==> config.mk <==
export PLATFORM = sky130hd
export DESIGN_NAME = bubbledrive8_pwrmon
export DESIGN_NICKNAME = d
export VERILOG_FILES = /design/src/rtl/bubbledrive8_pwrmon.sv
export SDC_FILE = /design/constraint.sdc
export NUM_CORES = 1
export LEC_CHECK = 0
export ABC_AREA = 1
export BUFFER_PORTS_ARGS = -buffer_cell sky130_fd_sc_hd__buf_2
export CAP_MARGIN = 5
export CORE_ASPECT_RATIO = 1.1
export CORE_MARGIN = 2
export CORE_UTILIZATION = 30
export CTS_CLUSTER_DIAMETER = 60
export DETAILED_ROUTE_END_ITERATION = 7
export MAX_ROUTING_LAYER = met4
export SKIP_CTS_REPAIR_TIMING = 1
export SYNTH_ARGS = -nofsm -noshare
export SYNTH_HDL_FRONTEND = slang
export SYNTH_SLANG_ARGS = --single-unit
==> constraint.sdc <==
create_clock -name MCLK -period 2.5 [get_ports MCLK]
set_input_delay 0.25 -clock MCLK [delete_from_list [all_inputs] [get_ports MCLK]]
set_output_delay 0.25 -clock MCLK [all_outputs]
set_load 0.02 [all_outputs]
==> src/rtl/bubbledrive8_pwrmon.sv <==
// rtl/bubbledrive8_pwrmon.sv - power-status pin synchroniser and debouncer
// Two independent channels (0 = PWRSTAT, 1 = MRST) share the status, strobe and glitch outputs.
module bubbledrive8_pwrmon #(
  parameter int DEBOUNCE_CYCLES = 480000,
  parameter int CNT_WIDTH       = 19
) (
  input  logic       MCLK,
  input  logic       nRST,
  input  logic       PWRSTAT_RAW,
  input  logic       MRST_RAW,
  output logic       PWRSTAT,
  output logic       MRST,
  output logic       nSTABLE,
  output logic       nCHANGE,
  output logic [7:0] GLITCHCNT
);

  typedef enum logic [1:0] {ST_INIT, ST_IDLE, ST_COUNT} state_e;

  localparam logic [CNT_WIDTH-1:0] CNT_LAST = CNT_WIDTH'(DEBOUNCE_CYCLES - 1);
  localparam logic [CNT_WIDTH-1:0] CNT_ONE  = CNT_WIDTH'(1);

  state_e               state_q [2];
  state_e               state_d [2];
  logic [CNT_WIDTH-1:0] cnt_q   [2];
  logic [CNT_WIDTH-1:0] cnt_d   [2];
  logic [1:0]           raw;
  logic [1:0]           s1_q;
  logic [1:0]           s2_q;
  logic [1:0]           prev_q;
  logic [1:0]           out_q;
  logic [1:0]           out_d;
  logic [1:0]           settled_q;
  logic [1:0]           settled_d;
  logic [1:0]           chg;
  logic [1:0]           glt;
  logic                 nstable_q;
  logic                 nstable_d;
  logic                 nchange_q;
  logic                 nchange_d;
  logic [7:0]           glitch_q;
  logic [7:0]           glitch_d;
  logic [8:0]           glitch_sum;

  assign raw = {MRST_RAW, PWRSTAT_RAW};

  always_comb begin
    for (int i = 0; i < 2; i++) begin
      state_d[i]   = state_q[i];
      cnt_d[i]     = cnt_q[i];
      out_d[i]     = out_q[i];
      settled_d[i] = settled_q[i];
      chg[i]       = 1'b0;
      glt[i]       = 1'b0;
      case (state_q[i])
        ST_INIT: begin
          // Initial acquisition needs a run of identical samples, not agreement with the output.
          if (s2_q[i] == prev_q[i]) begin
            if (cnt_q[i] == CNT_LAST) begin
              out_d[i]     = s2_q[i];
              settled_d[i] = 1'b1;
              state_d[i]   = ST_IDLE;
              cnt_d[i]     = '0;
            end else begin
              cnt_d[i] = cnt_q[i] + CNT_ONE;
            end
          end else begin
            cnt_d[i] = CNT_ONE;
          end
        end
        ST_IDLE: begin
          if (s2_q[i] != out_q[i]) begin
            state_d[i] = ST_COUNT;
            cnt_d[i]   = CNT_ONE;
          end
        end
        ST_COUNT: begin
          if (s2_q[i] == out_q[i]) begin
            state_d[i] = ST_IDLE;
            cnt_d[i]   = '0;
            glt[i]     = 1'b1;
          end else if (cnt_q[i] == CNT_LAST) begin
            out_d[i]   = s2_q[i];
            state_d[i] = ST_IDLE;
            cnt_d[i]   = '0;
            chg[i]     = 1'b1;
          end else begin
            cnt_d[i] = cnt_q[i] + CNT_ONE;
          end
        end
        default: begin
          state_d[i] = ST_INIT;
          cnt_d[i]   = '0;
        end
      endcase
    end
  end

  always_comb begin
    glitch_sum = {1'b0, glitch_q} + {8'd0, glt[0]} + {8'd0, glt[1]};
    glitch_d   = (glitch_sum > 9'd255) ? 8'hFF : glitch_sum[7:0];
    nstable_d  = nstable_q & ~(&settled_q);
    nchange_d  = ~((|chg) & ~nstable_q);
  end

  always_ff @(posedge MCLK or negedge nRST) begin
    if (!nRST) begin
      s1_q      <= 2'b11;
      s2_q      <= 2'b11;
      prev_q    <= 2'b11;
      out_q     <= 2'b11;
      settled_q <= 2'b00;
      nstable_q <= 1'b1;
      nchange_q <= 1'b1;
      glitch_q  <= 8'd0;
      for (int i = 0; i < 2; i++) begin
        state_q[i] <= ST_INIT;
        cnt_q[i]   <= '0;
      end
    end else begin
      s1_q      <= raw;
      s2_q      <= s1_q;
      prev_q    <= s2_q;
      out_q     <= out_d;
      settled_q <= settled_d;
      nstable_q <= nstable_d;
      nchange_q <= nchange_d;
      glitch_q  <= glitch_d;
      for (int i = 0; i < 2; i++) begin
        state_q[i] <= state_d[i];
        cnt_q[i]   <= cnt_d[i];
      end
    end
  end

  assign PWRSTAT   = out_q[0];
  assign MRST      = out_q[1];
  assign nSTABLE   = nstable_q;
  assign nCHANGE   = nchange_q;
  assign GLITCHCNT = glitch_q;

endmodule

-- Yosys cells after proc, flatten, opt, wreduce, memory -nomap -nowiden
Cells that the tools add are included.
W data, S select, Z words.
- add/subtract/negate cells: 4
- order comparisons: 1
- eq/ne operators: 18
- muxes and demuxes: 39
- bitwise logic cells: 5
- reductions and logical operators: 12
- operator list (operator ; number):
    $mux W19 ; 8
    $pmux W19 S3 ; 2
    $add A19 B1 Y19 const B ; 2
    $eq A19 B19 Y1 const B ; 2
    $mux W1 ; 16
    $mux W2 ; 8
    $ne A2 B2 Y1 const B ; 6
    $pmux W2 S3 ; 2
    $reduce_and A3 Y1 ; 4
    $add A8 B1 Y9 ; 1
    $add A9 B1 Y9 ; 1
    $gt A9 B8 Y1 const B ; 1
    $mux W8 ; 1
    $reduce_and A2 Y1 ; 3
    $eq A1 B1 Y1 ; 4
    $eq A2 B1 Y1 const B ; 2
    $eq A2 B2 Y1 const B ; 2
    $logic_not A2 Y1 ; 2
    $pmux W1 S2 ; 2
    $reduce_bool A2 Y1 ; 2
    $not A1 Y1 ; 3
    $and A1 B1 Y1 ; 2
    $ne A1 B1 Y1 ; 2
    $reduce_or A2 Y1 ; 1
- bits in registers: 62
- input port bits: 4
- output and inout port bits: 12

-- Depth between registers and ports, before layout
Gate-level depths: netlist of the first run.
- depth after elaboration: 7
- depth in mapped cells: 13
- depth with buffers taken out: 13

-- Least setup slack after synthesis of the first run
OpenSTA, ideal clock, no wires.
- path kind: reg-to-reg
- from: register out_q[1]
- to: register glitch_q[2], in the netlist GLITCHCNT[2]
- data arrival time: 2.067 ns
- data required time: 2.417 ns
- setup slack: 0.350 ns
- cell stages (with the launch flop): 13
- path buffers: 0
- clock period less this slack: 2.150 ns
- path through: dfstp_2 inv_1 nand2_2 nand2_2 inv_1 nand2_1 fa_1 inv_1 ha_1 nand2_1 nor2_1 nand4_1 o21ai_0
- longest elaborated chain between the ends: 6
- ends and longest elaborated chain (element ; RTL line ; text):
    from (decl) ; 31 ; logic [1:0] out_q;
    from (signal assigned) ; 124 ; out_q <= out_d;
    $eq A1 B1 Y1 (*) ; 78 ; if (s2_q[i] == out_q[i]) begin
    $mux W1 (*) ; 78 ;
    $mux W1 (*) ; 55 ; case (state_q[i])
    $add A9 B1 Y9 (*) ; 100 ; glitch_sum = {1'b0, glitch_q} + {8'd0, glt[0]} + {8'd0, glt[1]};
    $gt A9 B8 Y1 ; 101 ; glitch_d = (glitch_sum > 9'd255) ? 8'hFF : glitch_sum[7:0];
    $mux W8 (*) ; 101 ;
    named net glitch_d[2] ; 42 ; logic [7:0] glitch_d;
    to (signal assigned) ; 128 ; glitch_q <= glitch_d;
    to (decl) ; 41 ; logic [7:0] glitch_q;
The timed path passes the listed nets; every way through them passes the cells marked *.
A chain may end at the register's enable or synchronous reset.

-- Final worst setup path of the first run
- from: register s2_q[1]
- to: register glitch_q[2], in the netlist GLITCHCNT[2]
- longest elaborated chain between the ends: 6
- ends and longest elaborated chain (element ; RTL line ; text):
    from (decl) ; 29 ; logic [1:0] s2_q;
    from (signal assigned) ; 122 ; s2_q <= s1_q;
    $eq A1 B1 Y1 (*) ; 78 ;
    $mux W1 (*) ; 78 ;
    $mux W1 (*) ; 55 ;
    $add A9 B1 Y9 (*) ; 100 ;
    $gt A9 B8 Y1 ; 101 ;
    $mux W8 (*) ; 101 ;
    named net glitch_d[2] ; 42 ;
Marked as above.

==> results of run 1 <==
-- per-stage QoR --
step | power [mW] | std cells
3_3_place_gp | 1.22 | 690
6_report | 2.37 | 708
4_1_cts | 2.41 | 706
3_5_place_dp | 1.22 | 690
5_1_grt | 2.47 | 708
2_1_floorplan | 1.18 | 525
-- metal layers --
| metal | part of all wire (%) | vias to the layer above |
|---|---|---|
| li1 | - | 1676 |
| met3 | 2.8 | 6 |
| met5 | 0 | - |
| met4 | 0.89 | 0 |
| met2 | 49 | 40 |
| met1 | 47 | 1549 |
-- cell type report --
type / count / area (um^2)
multi-input combinational: 395 / 1880
timing repair buffer: 19 / 108
inverter: 62 / 233
tap: 154 / 193
clock buffer: 9 / 225
clock inverter: 7 / 56.3
fill: 1260 / 7830
sequential: 62 / 1560
-- kinds of logic (layout without fill, tap and decap cells) --
family / Yosys count / count (layout) / synth area share, %
and+or+nand+nor: 346 / 346 / 40.6
buffers and inverters: 68 / 97 / 7.57
DFF: 62 / 62 / 42.0
AOI/OAI and AO/OA: 27 / 27 / 4.07
xor gates and xnor gates: 18 / 18 / 4.24
adders and majority gates: 4 / 4 / 1.55
-- cells in the mapped netlist --
master    number
nand2_1      172
nor2_1        93
inv_1         58
dfrtp_1       52
nand3_1       41
nor2_2        14
xor2_1        13
a21oi_1       10
dfstp_2       10
nand4_1       10
o21ai_0       10
nor2_4         8
o21bai_1       5
xnor2_1        5
inv_2          4
nand2_2        4
buf_2          3
ha_1           3
a21o_1         1
buf_4          1
buf_6          1
buf_8          1
fa_1           1
nand2_4        1
nand3_2        1
nand3_4        1
nor3_1         1
o22ai_1        1
-- registers in the layout (all words and copies together) (netlist names) --
register / count
nCHANGE: 1
s2_q: 2
GLITCHCNT: 8
prev_q: 2
s1_q: 2
nSTABLE: 1
settled_q: 2
state_q: 4
out_q: 2
cnt_q: 38
-- worst max-delay path, cell delays in order (launching register included) --
cell     delay (ns)
dfstp_2        0.58
inv_1          0.06
nand2_2        0.09
nand2_2        0.07
inv_1          0.07
nand2_1        0.07
fa_1           0.40
inv_1          0.07
ha_1           0.15
nand2_1        0.07
nor2_1         0.14
nand4_1        0.12
buf_4          0.18
o21ai_0        0.06
-- report_power, final --
group          switching, mW  leakage, nW  internal, mW
Sequential            0.0337        0.821          1.04
Combinational         0.0931         1.01        0.0442
Clock                  0.480        0.137         0.682
-- worst max-delay path by stage --
stage | endpoint | slack, ns | cells past startpoint | from
floorplan | GLITCHCNT[2] | 0.35 | 12 | out_q[1]
global placement | GLITCHCNT[2] | 0.26 | 12 | s2_q[1]
detailed placement | GLITCHCNT[5] | 0.16 | 12 | s2_q[1]
CTS | GLITCHCNT[5] | 0.14 | 12 | s2_q[1]
global route | GLITCHCNT[2] | 0.07 | 13 | s2_q[0]
finish | GLITCHCNT[2] | 0.28 | 13 | s2_q[1]
==> results_dict.tcl, run 1 <==
set metrics [dict create \
    hold_end "s1_q[1]" \
    yosys.area.top_type "dfrtp_1" \
    grt_busiest_layer "met2" \
    cts_tree "done" \
    syn2layout_area_growth_pct 14.3 \
    drcViolationCount 0 \
    maxCapViolCount 0 \
    rrSetupSlack_ns 0.28 \
    synth.distinct_cells 28 \
    use_met1_pct 17.6 \
    avgViaCountPerCell 4.62 \
    synth_top_cell_area_share_pct 35.0 \
    grt_max_degree 24 \
    cts_buffers 9 \
    die_w_um 110 \
    grt_util_all_layers_pct 13.6 \
    whs_path_depth 1 \
    finalCritPeriodShare_pct 88.8 \
    dpl.hpwl_um 5980 \
    synth_area_per_cell_um2 7.09 \
    grt_pass1_wl_um 14300 \
    hold_viol_final 0 \
    setup_viol 0 \
    clk_latency_ns 0.32 \
    first_pass_iters 5 \
    grt_use_met3_pct 2.16 \
    path_clk_slew_ns 0.06 \
    tns_ns 0 \
    tightest_slew_ns 0.575 \
    gp_congestion 0.912 \
    synth_nets 533 \
    yosysWarnings 0 \
    placed_area_um2 3960 \
    slew_headroom_pct 61.6 \
    rows 42 \
    drive_above_1_share_pct 13.9 \
    vias 3271 \
    min_period_ns 2.22 \
    wl_per_cell_um 11.4 \
    reg2reg_from "s2_q[1]" \
    required_ns 2.75 \
    fin_ws_ns 0.279 \
    ys_ff_latch 62 \
    synth.cell_area_um2 3720 \
    peakVddDrop_v 0.000353 \
    first_iter_violations 134 \
    cp-end-kind "flip-flop" \
    final_antenna_net_count 0 \
    slew_violations 0 \
    routed_wl_um 8050 \
    final_util_pct 35.2 \
    grt_pass1_vias 3153 \
    fmax_ghz 0.450 \
    crit_type "flip-flop to flip-flop" \
    power.density_nw_per_um2 557 \
    ctsHtreeMaxLevel 3 \
    rsz0062_at_grt "false" \
    initial_utilization_pct 30.8 \
    clock-sinks 62 \
    skew_ns 0.00638 \
    dieArea_um2 13300 \
    cts_root_buf "clkbuf_16" \
    pre_cts_ws_ns 0.156 \
    clk_path_buf_depth 2 \
    port_buffers 15 \
    die_h_um 121 \
    timing.rr.end "GLITCHCNT[2]" \
    synth_cells 525 \
    p_leak_nw 1.97 \
    overflow 0 \
    antenna_found_initial 0 \
    min-delay-start "MRST_RAW" \
    mostFrequentLayoutCell "nand2_1" \
    hold_path_class "input port to flip-flop" \
    crit_fanout 7 \
    ff2ff_path_depth 13 \
    ios 16 \
    arrival_ns 2.47 \
    yosysSeqAreaShare_pct 42.0 \
    synth_area_leaders "dfrtp_1, nand2_1, nor2_1" \
    fin_hold_ws_ns 0.0217 \
    stdcell_area_um2 4250 \
    start_kind "flip-flop" \
    core-area_um2 12100 \
    mostFrequentLayoutCells "nand2_1, nor2_1, inv_1" \
    gr-usage-met2_pct 21.7 \
    diodes 0 \
    nets 557 \
    status "complete, no violations" \
]
Note: power is estimated with default switching activity, not from simulation.
==> inputs of run 2 (changes only) <==
--- a/config.mk
+++ b/config.mk
@@ -5,7 +5,6 @@
 export SDC_FILE = /design/constraint.sdc
 export NUM_CORES = 1
 export LEC_CHECK = 0
-export ABC_AREA = 1
 export BUFFER_PORTS_ARGS = -buffer_cell sky130_fd_sc_hd__buf_2
 export CAP_MARGIN = 5
 export CORE_ASPECT_RATIO = 1.1
==> results_dict.tcl, run 2 <==
set metrics [dict create \
    placed_area_um2 3720 \
    grt_util_all_layers_pct 14.1 \
    grt_pass1_vias 2877 \
    power.density_nw_per_um2 664 \
    finalCritPeriodShare_pct 91.1 \
    drive_above_1_share_pct 15.7 \
    grt_busiest_layer "met2" \
    synth_area_per_cell_um2 9.24 \
    critPathTopFamily "adder cells" \
    min_period_ns 2.28 \
    tns_ns 0 \
    largest_register_ffs 38 \
    ys_ff_latch 62 \
    cts_tree "done" \
    hold_viol_final 0 \
    dieArea_um2 12500 \
    clk_path_buf_depth 2 \
    fmax_ghz 0.439 \
    first_pass_iters 4 \
    stdcell_area_um2 4060 \
    fillers 1176 \
    synth_nets 386 \
    core-area_um2 11400 \
    worstPathCellList "xnor2_1 -> nand3_1 -> fa_1 -> inv_1 -> ha_1 -> and2_1 -> nand3_1 -> nand2b_1" \
    ios 16 \
    final_util_pct 35.7 \
    port_buffers 15 \
    antenna_found_initial 0 \
    cp-end-kind "flip-flop" \
    dpl.hpwl_um 5280 \
    drcViolationCount 0 \
    gr-usage-met2_pct 22.5 \
    max_stage_delay_ns 0.62 \
    syn2layout_area_growth_pct 16.3 \
    first_iter_violations 314 \
    die_h_um 117 \
    initial_utilization_pct 30.7 \
    diodes 0 \
    crit_path_frequent_cell "nand3_1" \
    overflow 0 \
    synth_top_cell_area_share_pct 37.3 \
    clk_latency_ns 0.33 \
    yosys.area.top_type "dfrtp_1" \
    wl_per_cell_um 14.2 \
    use_met1_pct 17.3 \
    synth_area_leaders "dfrtp_1, dfstp_2, a31oi_1" \
    maxCapViolCount 0 \
    die_w_um 107 \
    grt_use_met3_pct 2.05 \
    multi_input_area_um2 1730 \
    synth.most_common_cell "dfrtp_1" \
    final-seq-area_um2 1560 \
    grt_max_degree 63 \
    vias 2974 \
    crit_fanout 8 \
    final_antenna_net_count 0 \
    synthArstFlopShare_pct 100 \
    arrival_ns 2.55 \
    rows 41 \
    yosysSeqAreaShare_pct 44.8 \
    crit_type "flip-flop to flip-flop" \
    synth_edf_count 0 \
    synth.cell_area_um2 3490 \
    cts_root_buf "clkbuf_16" \
    rsz0062_at_grt "false" \
    status "complete, no violations" \
    peakVddDrop_v 0.000366 \
    mostFrequentLayoutCells "dfrtp_1, nand3_1, a31oi_1" \
    p_leak_nw 1.73 \
    synth.distinct_cells 55 \
    regMostFlops "cnt_q" \
    nets 404 \
    cts_buffers 9 \
    start_kind "flip-flop" \
    tightest_slew_ns 1.15 \
    cp_slowest_cell "dfstp_2" \
    routed_wl_um 7840 \
    required_ns 2.77 \
    ctsHtreeMaxLevel 3 \
    slew_violations 0 \
    hold_path_class "input port to flip-flop" \
    skew_ns 0.00572 \
    mostFrequentLayoutCell "dfrtp_1" \
    critPathBufInv 1 \
    synth_cells 378 \
    synth.top_cells.by_count "dfrtp_1, nand3_1, a31oi_1" \
    grt_pass1_wl_um 13600 \
    clock-sinks 62 \
    rrSetupSlack_ns 0.22 \
    yosysWarnings 0 \
    gp_congestion 0.849 \
    synth_ff_type "dfrtp_1" \
    setup_viol 0 \
    avgViaCountPerCell 5.40 \
    path_clk_slew_ns 0.05 \
    slew_headroom_pct 23.0 \
]
## run 2: logic make-up (layout without fill, tap and decap cells)
family / Yosys count / count (layout) / share of synthesized area [%]
muxes: 5 / 5 / 1.43
AOI/OAI and AO/OA: 98 / 98 / 18.6
and+or+nand+nor: 157 / 157 / 24.7
xor gates and xnor gates: 13 / 13 / 3.26
DFF: 62 / 62 / 44.8
adders and majority gates: 4 / 4 / 1.65
buffers and inverters: 39 / 62 / 5.59
## run 2: cell type report
class | count | share of cell area (%)
clock buffer | 9 | 5.54
clock inverter | 7 | 2.77
inverter | 18 | 1.66
multi-input combinational | 277 | 42.7
sequential | 62 | 38.5
tap | 150 | 4.62
timing repair buffer | 28 | 4.25
## run 2: final timing paths
check | from | depth (start not counted) | end
max | s2_q[1] | 8 | GLITCHCNT[1]
min | MRST_RAW | 1 | s1_q[1]
max reg2reg | s2_q[1] | 8 | GLITCHCNT[1]
min reg2reg | s1_q[1] | 0 | s2_q[1]
max in group asynchronous | nRST | 2 | cnt_q[33]
min in group asynchronous | nRST | 2 | cnt_q[24]
## run 2: metrics by stage
step / power (mW) / hold slack (ns) / instances / worst slack, ns
after floorplan: 1.23 / -0.0456 / 378 / 0.353
after global placement: 1.28 / 0.346 / 535 / 0.304
after detailed placement: 1.29 / 0.347 / 535 / 0.229
after CTS: 2.73 / 0.00101 / 551 / 0.211
after global routing: 2.80 / 0.000359 / 551 / 0.00540
final: 2.70 / 0.0121 / 551 / 0.222
## run 2: power breakdown
| part | internal, mW | switching, mW |
|---|---|---|
| Combinational | 0.0737 | 0.109 |
| Sequential | 1.05 | 0.0459 |
| Clock | 0.967 | 0.456 |
## run 2: layer usage
layer,routed length [um],vias to the layer above
met2,3880,64
met1,3630,1439
met5,0,-
li1,-,1464
met4,111,0
met3,226,7
## run 2: worst register-to-register path, delay by kind of cell, from the launching register on
kind	cells	cell delay [ns]
buf+inv	1	0.07
fa+ha+maj	2	0.67
xor+xnor	1	0.21
flops	1	0.62
simple gates	4	0.64
==> inputs of run 3 (changes only) <==
--- a/config.mk
+++ b/config.mk
@@ -5,11 +5,12 @@
 export SDC_FILE = /design/constraint.sdc
 export NUM_CORES = 1
 export LEC_CHECK = 0
+export ABC_AREA = 1
 export BUFFER_PORTS_ARGS = -buffer_cell sky130_fd_sc_hd__buf_2
 export CAP_MARGIN = 5
 export CORE_ASPECT_RATIO = 1.1
 export CORE_MARGIN = 2
-export CORE_UTILIZATION = 30
+export CORE_UTILIZATION = 40
 export CTS_CLUSTER_DIAMETER = 60
 export DETAILED_ROUTE_END_ITERATION = 7
 export MAX_ROUTING_LAYER = met4
==> results_dict.tcl, run 3 (synthesized netlist as in run 1, its figures left out) <==
set metrics [dict create \
    status "complete, no violations" \
    overflow 0 \
    antenna_found_initial 0 \
    die_w_um 96.0 \
    min_period_ns 2.21 \
    arrival_ns 2.50 \
    rows 36 \
    worstPathCellList "inv_1 -> nand2_1 -> nand2_1 -> inv_1 -> nand2_1 -> fa_1 -> inv_1 -> ha_1 -> nand2_1 -> nor2_2 -> nand4_1 -> buf_4 -> o21ai_0" \
    wl_per_cell_um 11.8 \
    max_stage_delay_ns 0.57 \
    swShare_pct 28.8 \
    skew_ns 0.0122 \
    cts_tree "done" \
    ctsHtreeMaxLevel 3 \
    crit_fanout 7 \
    hold_path_class "flip-flop to flip-flop" \
    drcViolationCount 0 \
    grt_pass1_vias 3114 \
    required_ns 2.78 \
    gp_congestion 0.865 \
    peakVddDrop_v 0.000261 \
    final_antenna_net_count 0 \
    routed_wl_um 7900 \
    clk_latency_ns 0.36 \
    maxCapViolCount 0 \
    start_kind "flip-flop" \
    ff2ff_path_depth 13 \
    path_clk_slew_ns 0.08 \
    finalCritPeriodShare_pct 88.6 \
    grt_max_degree 24 \
    dpl.hpwl_um 5810 \
    initial_utilization_pct 41.5 \
    syn2layout_area_growth_pct 10.8 \
    whs_path_depth 0 \
    clock-sinks 62 \
    met2_wirelength_um 3860 \
    fmax_ghz 0.452 \
    core-area_um2 8960 \
    worstSetupStartpoint "s2_q[0]" \
    critPathBufInv 4 \
    grt_util_all_layers_pct 18.2 \
    first_pass_iters 4 \
    grt_pass1_wl_um 14000 \
    avgViaCountPerCell 4.80 \
    min-delay-start "s1_q[0]" \
    cts_root_buf "clkbuf_8" \
    nets 559 \
    rsz0062_at_grt "false" \
    mostFrequentLayoutCell "nand2_1" \
    path_depth 13 \
    critPathTopFamily "flip-flops" \
    crit_path_frequent_cell "nand2_1" \
    p_int_mw 1.45 \
    power_frac_clock_pct 40.8 \
    setup_viol 0 \
    clk_path_buf_depth 2 \
    largest_register_ffs 38 \
    tns_ns 0 \
    fin_cells 670 \
    tightest_slew_ns 0.591 \
    reg2reg_from "s2_q[0]" \
    regMostFlops "cnt_q" \
    first_iter_violations 142 \
    dp_cells 650 \
    slew_headroom_pct 60.5 \
    met3WireLength_um 224 \
    vias 3216 \
    hold_viol_final 0 \
    routed.top_layer "met4" \
    p_leak_nw 1.93 \
    crit_type "flip-flop to flip-flop" \
    netSwitchingPower_mw 0.588 \
    ios 16 \
    die_h_um 105 \
    drive_above_1_share_pct 14.0 \
    dieArea_um2 10100 \
    comb_power_share_pct 6.8 \
    cts_buffers 9 \
    m1WireLength_um 3620 \
    diodes 0 \
    port_buffers 15 \
    cp_slowest_cell "dfstp_2" \
    slew_violations 0 \
    power.density_nw_per_um2 494 \
    power_frac_seq_pct 52.4 \
    cp-end-kind "flip-flop" \
    mostFrequentLayoutCells "nand2_1, nor2_1, inv_1" \
]
==> run 3: power by group through the flow <==
stage	logic [mW]	registers, mW	clock network (mW)
floorplan	0.0972	1.08	0
global placement	0.135	1.08	0
detailed placement	0.137	1.09	0
CTS	0.140	1.07	0.862
global route	0.166	1.07	0.910
finish	0.138	1.07	0.833
==> run 3: path summary, 6_finish.rpt <==
path,slack [ns],endpoint
min,0.36,s2_q[0]
max in group asynchronous,1.35,prev_q[0]
min reg2reg,0.36,s2_q[0]
max,0.29,GLITCHCNT[5]
max reg2reg,0.29,GLITCHCNT[5]
min in group asynchronous,0.41,cnt_q[3]
==> run 3: area by class of cell <==
type / instances / area, um^2
fill: 887 / 4840
multi-input combinational: 395 / 1880
tap: 114 / 143
timing repair buffer: 21 / 128
sequential: 62 / 1560
clock inverter: 7 / 55.1
inverter: 62 / 233
clock buffer: 9 / 124
==> run 3: metrics by stage <==
stage | power, mW | utilization (%) | cell area, um^2 | hold slack, ns | setup slack (ns)
3_3_place_gp | 1.22 | 43.6 | 3910 | 0.266 | 0.271
5_1_grt | 2.15 | 46.0 | 4120 | 0.363 | 0.0326
2_1_floorplan | 1.18 | - | 3720 | -0.0456 | 0.350
4_1_cts | 2.07 | 45.6 | 4080 | -0.116 | 0.183
3_5_place_dp | 1.22 | 43.6 | 3910 | 0.270 | 0.181
6_report | 2.04 | 46.0 | 4120 | 0.360 | 0.286
==> run 3: per-layer routing <==
metal / up-vias / global-route usage, %
met5: - / -
met4: 0 / 7.24
met3: 14 / 3.82
met2: 37 / 29.1
met1: 1486 / 22.3
li1: 1679 / -
